===== src/rtl/beat_gen_pkg.sv =====
// Shared definitions for the beat generator: channel mode encodings and
// the prescaler divide-ratio helper.
package beat_gen_pkg;

   typedef enum logic [1:0] {
      MODE_OFF   = 2'd0,
      MODE_ON    = 2'd1,
      MODE_BLINK = 2'd2,
      MODE_BURST = 2'd3
   } mode_t;

   function automatic int calc_div(input int clk_freq, input int tick_freq);
      return clk_freq / tick_freq;
   endfunction

endpackage


===== src/rtl/beat_gen_channel.sv =====
// One beat channel: phase counter, mode/burst state and registered outputs.
// A write always wins over a coincident tick.
module beat_gen_channel
   import beat_gen_pkg::*;
#(
   parameter int PERIOD_W = 16
) (
   input  logic                clk,
   input  logic                rst,
   input  logic                tick,
   input  logic                wr,
   input  logic [1:0]          cfg_mode,
   input  logic [PERIOD_W-1:0] cfg_period,
   input  logic [PERIOD_W-1:0] cfg_high,
   input  logic [7:0]          cfg_count,
   output logic                beat,
   output logic                busy,
   output logic                done
);

   mode_t               mode;
   logic [PERIOD_W-1:0] period;
   logic [PERIOD_W-1:0] high;
   logic [PERIOD_W-1:0] phase;
   logic [7:0]          remaining;

   logic                last;
   logic [PERIOD_W-1:0] next_phase;
   logic                hi_next;
   logic [PERIOD_W-1:0] p_in;

   always_comb begin
      last       = (phase == period - PERIOD_W'(1));
      next_phase = last ? '0 : phase + PERIOD_W'(1);
      hi_next    = (next_phase < high);
      p_in       = (cfg_period == '0) ? PERIOD_W'(1) : cfg_period;
   end

   always_ff @(posedge clk) begin
      if (rst) begin
         mode      <= MODE_OFF;
         period    <= PERIOD_W'(1);
         high      <= '0;
         phase     <= '0;
         remaining <= '0;
         beat      <= 1'b0;
         busy      <= 1'b0;
         done      <= 1'b0;
      end else begin
         done <= 1'b0;
         if (wr) begin
            period    <= p_in;
            high      <= cfg_high;
            remaining <= cfg_count;
            phase     <= '0;
            case (mode_t'(cfg_mode))
               MODE_OFF: begin
                  mode <= MODE_OFF;
                  beat <= 1'b0;
                  busy <= 1'b0;
               end
               MODE_ON: begin
                  mode <= MODE_ON;
                  beat <= 1'b1;
                  busy <= 1'b0;
               end
               MODE_BLINK: begin
                  mode <= MODE_BLINK;
                  beat <= (cfg_high != '0);
                  busy <= 1'b0;
               end
               default: begin
                  // An empty burst completes immediately without ever going busy.
                  if (cfg_count == 8'd0) begin
                     mode <= MODE_OFF;
                     beat <= 1'b0;
                     busy <= 1'b0;
                     done <= 1'b1;
                  end else begin
                     mode <= MODE_BURST;
                     beat <= (cfg_high != '0);
                     busy <= 1'b1;
                  end
               end
            endcase
         end else if (tick) begin
            phase <= next_phase;
            case (mode)
               MODE_BLINK: beat <= hi_next;
               MODE_BURST: begin
                  if (last && remaining == 8'd1) begin
                     mode      <= MODE_OFF;
                     remaining <= 8'd0;
                     beat      <= 1'b0;
                     busy      <= 1'b0;
                     done      <= 1'b1;
                  end else begin
                     beat <= hi_next;
                     if (last) remaining <= remaining - 8'd1;
                  end
               end
               default: ;
            endcase
         end
      end
   end

endmodule


===== src/rtl/beat_gen.sv =====
// Multi-channel beat generator top: shared prescaler, write decode and one
// beat_gen_channel per channel.
module beat_gen
   import beat_gen_pkg::*;
#(
   parameter int CLK_FREQ  = 50000000,
   parameter int TICK_FREQ = 1000,
   parameter int CHANNELS  = 4,
   parameter int PERIOD_W  = 16,
   localparam int CH_W     = (CHANNELS > 1) ? $clog2(CHANNELS) : 1
) (
   input  logic                clk,
   input  logic                rst,
   input  logic                cfg_wr,
   input  logic [CH_W-1:0]     cfg_ch,
   input  logic [1:0]          cfg_mode,
   input  logic [PERIOD_W-1:0] cfg_period,
   input  logic [PERIOD_W-1:0] cfg_high,
   input  logic [7:0]          cfg_count,
   output logic                tick,
   output logic [CHANNELS-1:0] beat,
   output logic [CHANNELS-1:0] busy,
   output logic [CHANNELS-1:0] done
);

   localparam int DIV   = calc_div(CLK_FREQ, TICK_FREQ);
   localparam int CNT_W = (DIV > 2) ? $clog2(DIV) : 1;

   generate
      if (DIV < 2) begin : g_bad_div
         $error("beat_gen: CLK_FREQ/TICK_FREQ must be at least 2");
      end
      if (CHANNELS < 1 || CHANNELS > 16) begin : g_bad_ch
         $error("beat_gen: CHANNELS must be in 1..16");
      end
   endgenerate

   logic [CNT_W-1:0] pre_cnt;

   // tick is registered, so it rises the cycle after the counter sits at DIV-1.
   always_ff @(posedge clk) begin
      if (rst) begin
         pre_cnt <= '0;
         tick    <= 1'b0;
      end else begin
         tick <= (pre_cnt == CNT_W'(DIV - 1));
         if (pre_cnt == CNT_W'(DIV - 1)) pre_cnt <= '0;
         else                            pre_cnt <= pre_cnt + CNT_W'(1);
      end
   end

   // cfg_wr is a bare strobe: always accepted; channel indices past the end match nothing.
   generate
      for (genvar g = 0; g < CHANNELS; g++) begin : g_ch
         logic wr_en;
         assign wr_en = cfg_wr && (cfg_ch == CH_W'(g));

         beat_gen_channel #(
            .PERIOD_W(PERIOD_W)
         ) u_ch (
            .clk       (clk),
            .rst       (rst),
            .tick      (tick),
            .wr        (wr_en),
            .cfg_mode  (cfg_mode),
            .cfg_period(cfg_period),
            .cfg_high  (cfg_high),
            .cfg_count (cfg_count),
            .beat      (beat[g]),
            .busy      (busy[g]),
            .done      (done[g])
         );
      end
   endgenerate

endmodule


===== config.mk =====
export PLATFORM = sky130hd
export DESIGN_NAME = beat_gen
export DESIGN_NICKNAME = d
export VERILOG_FILES = /design/src/rtl/beat_gen_pkg.sv /design/src/rtl/beat_gen_channel.sv /design/src/rtl/beat_gen.sv
export SDC_FILE = /design/constraint.sdc
export NUM_CORES = 1
export LEC_CHECK = 0
export ABC_AREA = 0
export BUFFER_PORTS_ARGS = -buffer_cell sky130_fd_sc_hd__buf_2
export CAP_MARGIN = 15
export CORE_ASPECT_RATIO = 1.5
export CORE_MARGIN = 2
export CORE_UTILIZATION = 25
export DETAILED_ROUTE_END_ITERATION = 8
export GPL_TIMING_DRIVEN = 0
export SETUP_SLACK_MARGIN = 0.2
export SLEW_MARGIN = 40
export SYNTH_ARGS = -nofsm -noshare
export SYNTH_HDL_FRONTEND = slang
export SYNTH_SLANG_ARGS = --single-unit

===== constraint.sdc =====
create_clock -name clk -period 6.3 [get_ports clk]
set_input_delay 0 -clock clk [delete_from_list [all_inputs] [get_ports clk]]
set_output_delay 0 -clock clk [all_outputs]
set_load 0.01 [all_outputs]

==> flow_summary.yaml <==
run_status:
  run_status: "finished, final reports clean"
power:
  proportion_of_power_drawn_by_combinational_gates: 0.147
  power_density_nw_per_um2: 218
  p_total_mw: 4.14
  sw_frac_of_total: 0.291
  power_switching_mw: 1.21
  power_frac_seq: 0.419
  intPower_mw: 2.94
  peak_supply_drop_v: 0.000178
  leakagePower_nw: 6.88
  p_clk_frac: 0.434
floorplanning:
  floorplan.rows: 114
  io_pins: 60
  fp.coreArea_um2: 64300
  die_height_um: 316
  design.die.area_um2: 67000
  die_x_um: 212
  start_util: 0.252
timing:
  finalMaxSlewViolations: 0
  finalCritPeriodShare: 0.879
  worst_slew_margin_rel: 0.383
  final_hold_viol_count: 0
  highest_clock_frequency_the_design_can_meet_mhz: 181
  final.min_clock_period_ps: 5540
  worst_pin_slew_ps: 925
  timing.final.setup_violations: 0
  timing.clock.skew_ps: 17.6
  final_critical_path_setup_slack_ps: 764
  grt_setup_unrepaired: "false"
  setup_total_negative_slack_ps: 0
route:
  ant_nets: 0
  detailroute.via_count: 16200
  wl_per_cell_um: 18.7
  drt-total-wl_um: 59900
  drt_pass1_iterations: 5
  drt_iter0_drc: 1159
  drt-vias-per-instance: 5.06
  drt_drc_violations_left: 0
grt:
  grt.met1_usage: 0.206
  number_of_antenna_violations_at_the_first_check_in_global_routing: 3
  track_usage: 0.176
  met3_usage: 0.0205
  gr-usage-met2: 0.299
  busiest_layer: "met2"
  grt_remaining_overflow: 0
  grt_pass1_vias: 15200
  grt_pass1_wl_um: 90000
  largest_net_degree_at_the_start_of_global_routing: 15
clock_tree:
  clock-root-buffer: "clkbuf_16"
  cts_inserted_buffers: 28
  clk_latency_ps: 580
  clkSlewWorstSetupHoldPaths_ps: 70
  clock_sink_count: 261
  clock_tree.htree_level_count: 1
  cts_tree: "yes"
  max-clock-path-buffers: 3
layout:
  layout-drive-gt1-share: 0.0755
  most_frequent_standard_cell_in_the_layout_excluding_fill_and_tap_cells: "nand2_1"
  area_delta_synth_final_pct: 17.4
  fin_nets: 2434
  layout.cells.most_common_list: "nand2_1, dfxtp_1, a21oi_1, nor2_1, clkbuf_1"
  postLayoutCoreUtil: 0.296
setup_path:
  critPathLaunchType: "register"
  timing.critical_path.fanout_max: 10
  worst-setup-path-type: "reg2reg"
  critical_path_required_ps: 6800
  timing.critical_path.arrival_ps: 6030
  worst_setup_path_end_kind: "register"
placed_design:
  dpl_worst_slack_ps: 614
  io_port_bufs: 57
  detailed_place_hpwl_um: 44900
  place.gp.congestion: 0.933
synth:
  ys_warn_count: 0
  synth.lib_cells_used.distinct: 87
  syn_area_per_cell_um2: 7.43
  yosys_register_bits: 261
  synth_fp_nets: 2305
  synth_sequential_area_ratio: 0.322
  netlist_instances: 2181
  synth-edff-count: 0
  synth-async-reset-ratio: 0
  post_synthesis_cell_area_um2: 16200
  dominantRegCellSynth: "dfxtp_1"
flow_run:
  maxCapViolations: 0
hold_path:
  hp-class: "in2reg"
-- critical path, cell delays in order, from the launching register on --
cell and delay (ps):
dfxtp_1 300, clkbuf_1 180, or4_1 570, or3_1 380, a2111oi_0 610, or2_2 230, nand4b_1 380, nor3_2 470
buf_2 290, buf_1 370, nor2_1 100, ha_1 310, a2111oi_1 630, nand2_1 110, o31ai_1 240, a211oi_1 140
o22ai_1 170
-- final timing paths --
check / start / to / slack (ps) / cells after the start
worst max-delay path: g_ch[2].u_ch.period[3] / g_ch[2].u_ch.beat / 760 / 16
worst min-delay path: cfg_wr / g_ch[2].u_ch.period[15] / 40 / 5
worst max register to register: g_ch[2].u_ch.period[3] / g_ch[2].u_ch.beat / 760 / 16
worst min register to register: g_ch[1].u_ch.high[2] / g_ch[1].u_ch.high[2] / 450 / 2
-- flip-flops by register name (all words and copies together) (netlist names) --
name                 flops
g_ch.u_ch.remaining     32
g_ch.u_ch.beat           4
g_ch.u_ch.high          64
g_ch.u_ch.busy           4
tick                     1
g_ch.u_ch.done           4
g_ch.u_ch.period        64
g_ch.u_ch.mode           8
pre_cnt                 16
g_ch.u_ch.phase         64
-- repair_timing --
item                                   4_1_cts  5_1_grt
hold buffers                                42        0
gates resized for setup                      0        1
setup endpoints to repair                    0        1
endpoints found under the hold margin      160        0
buffers inserted                             0        0
-- final cells by class --
cell class	count	area, µm²
antenna	1	2.50
buffer	150	647
clock buffer	36	782
clock inverter	16	195
fill	7028	45300
inverter	92	345
multi-input combinational	1678	10000
sequential	261	5230
tap	870	1090
timing repair buffer	99	706
-- cell usage after synthesis, drive strengths merged, types with 9 or more instances --
master | n | area [µm²]
dfxtp | 261 | 5230
o21ai | 67 | 335
a21oi | 217 | 1090
nand2b | 12 | 75.1
nor4 | 38 | 253
and2 | 11 | 70.1
a211oi | 9 | 67.6
o211ai | 9 | 67.6
nand2 | 381 | 1430
a31oi | 38 | 238
a21o | 18 | 135
or4 | 29 | 218
xor2 | 74 | 648
clkbuf | 119 | 448
nand3b | 9 | 67.6
nor2b | 28 | 175
o31ai | 19 | 143
buf | 31 | 193
ha | 77 | 963
xnor2 | 70 | 613
nand4 | 32 | 200
and3 | 38 | 238
or3 | 26 | 164
or2 | 11 | 68.8
a2111oi | 9 | 111
nand4b | 10 | 87.6
nor2 | 174 | 653
nor3 | 59 | 300
inv | 91 | 342
nand3 | 78 | 395
-- power groups by stage --
stage                     clock network [mW]  logic (mW)  registers [mW]
after floorplan                            0       0.373            1.76
after global placement                     0       0.576            1.77
after detailed placement                   0       0.581            1.77
after CTS                               1.82       0.603            1.73
after global routing                    1.87       0.665            1.74
final                                   1.80       0.611            1.74
-- metal layers --
metal | part of all wire | vias up
met1 | 0.40 | 7618
li1 | - | 7920
met2 | 0.47 | 508
met3 | 0.056 | 165
met5 | 0.00012 | -
met4 | 0.077 | 2
-- kinds of logic after synthesis --
group	share of synthesized area
DFF	0.322
adders and majority gates	0.0594
buffers and inverters	0.0608
and+or+nand+nor	0.291
muxes	0.00370
xor gates and xnor gates	0.0778
AOI/OAI and AO/OA	0.186
-- metrics by stage --
| step | cells | hold slack (ps) | cell area [µm²] |
|---|---|---|---|
| 2_1_floorplan | 2181 | 130 | 16200 |
| 3_3_place_gp | 3108 | 336 | 17600 |
| 3_5_place_dp | 3108 | 341 | 17600 |
| 4_1_cts | 3202 | 19.5 | 19000 |
| 5_1_grt | 3202 | 93.5 | 19000 |
| 6_report | 3203 | 42.0 | 19000 |
Power figures use the tool's default switching activity.
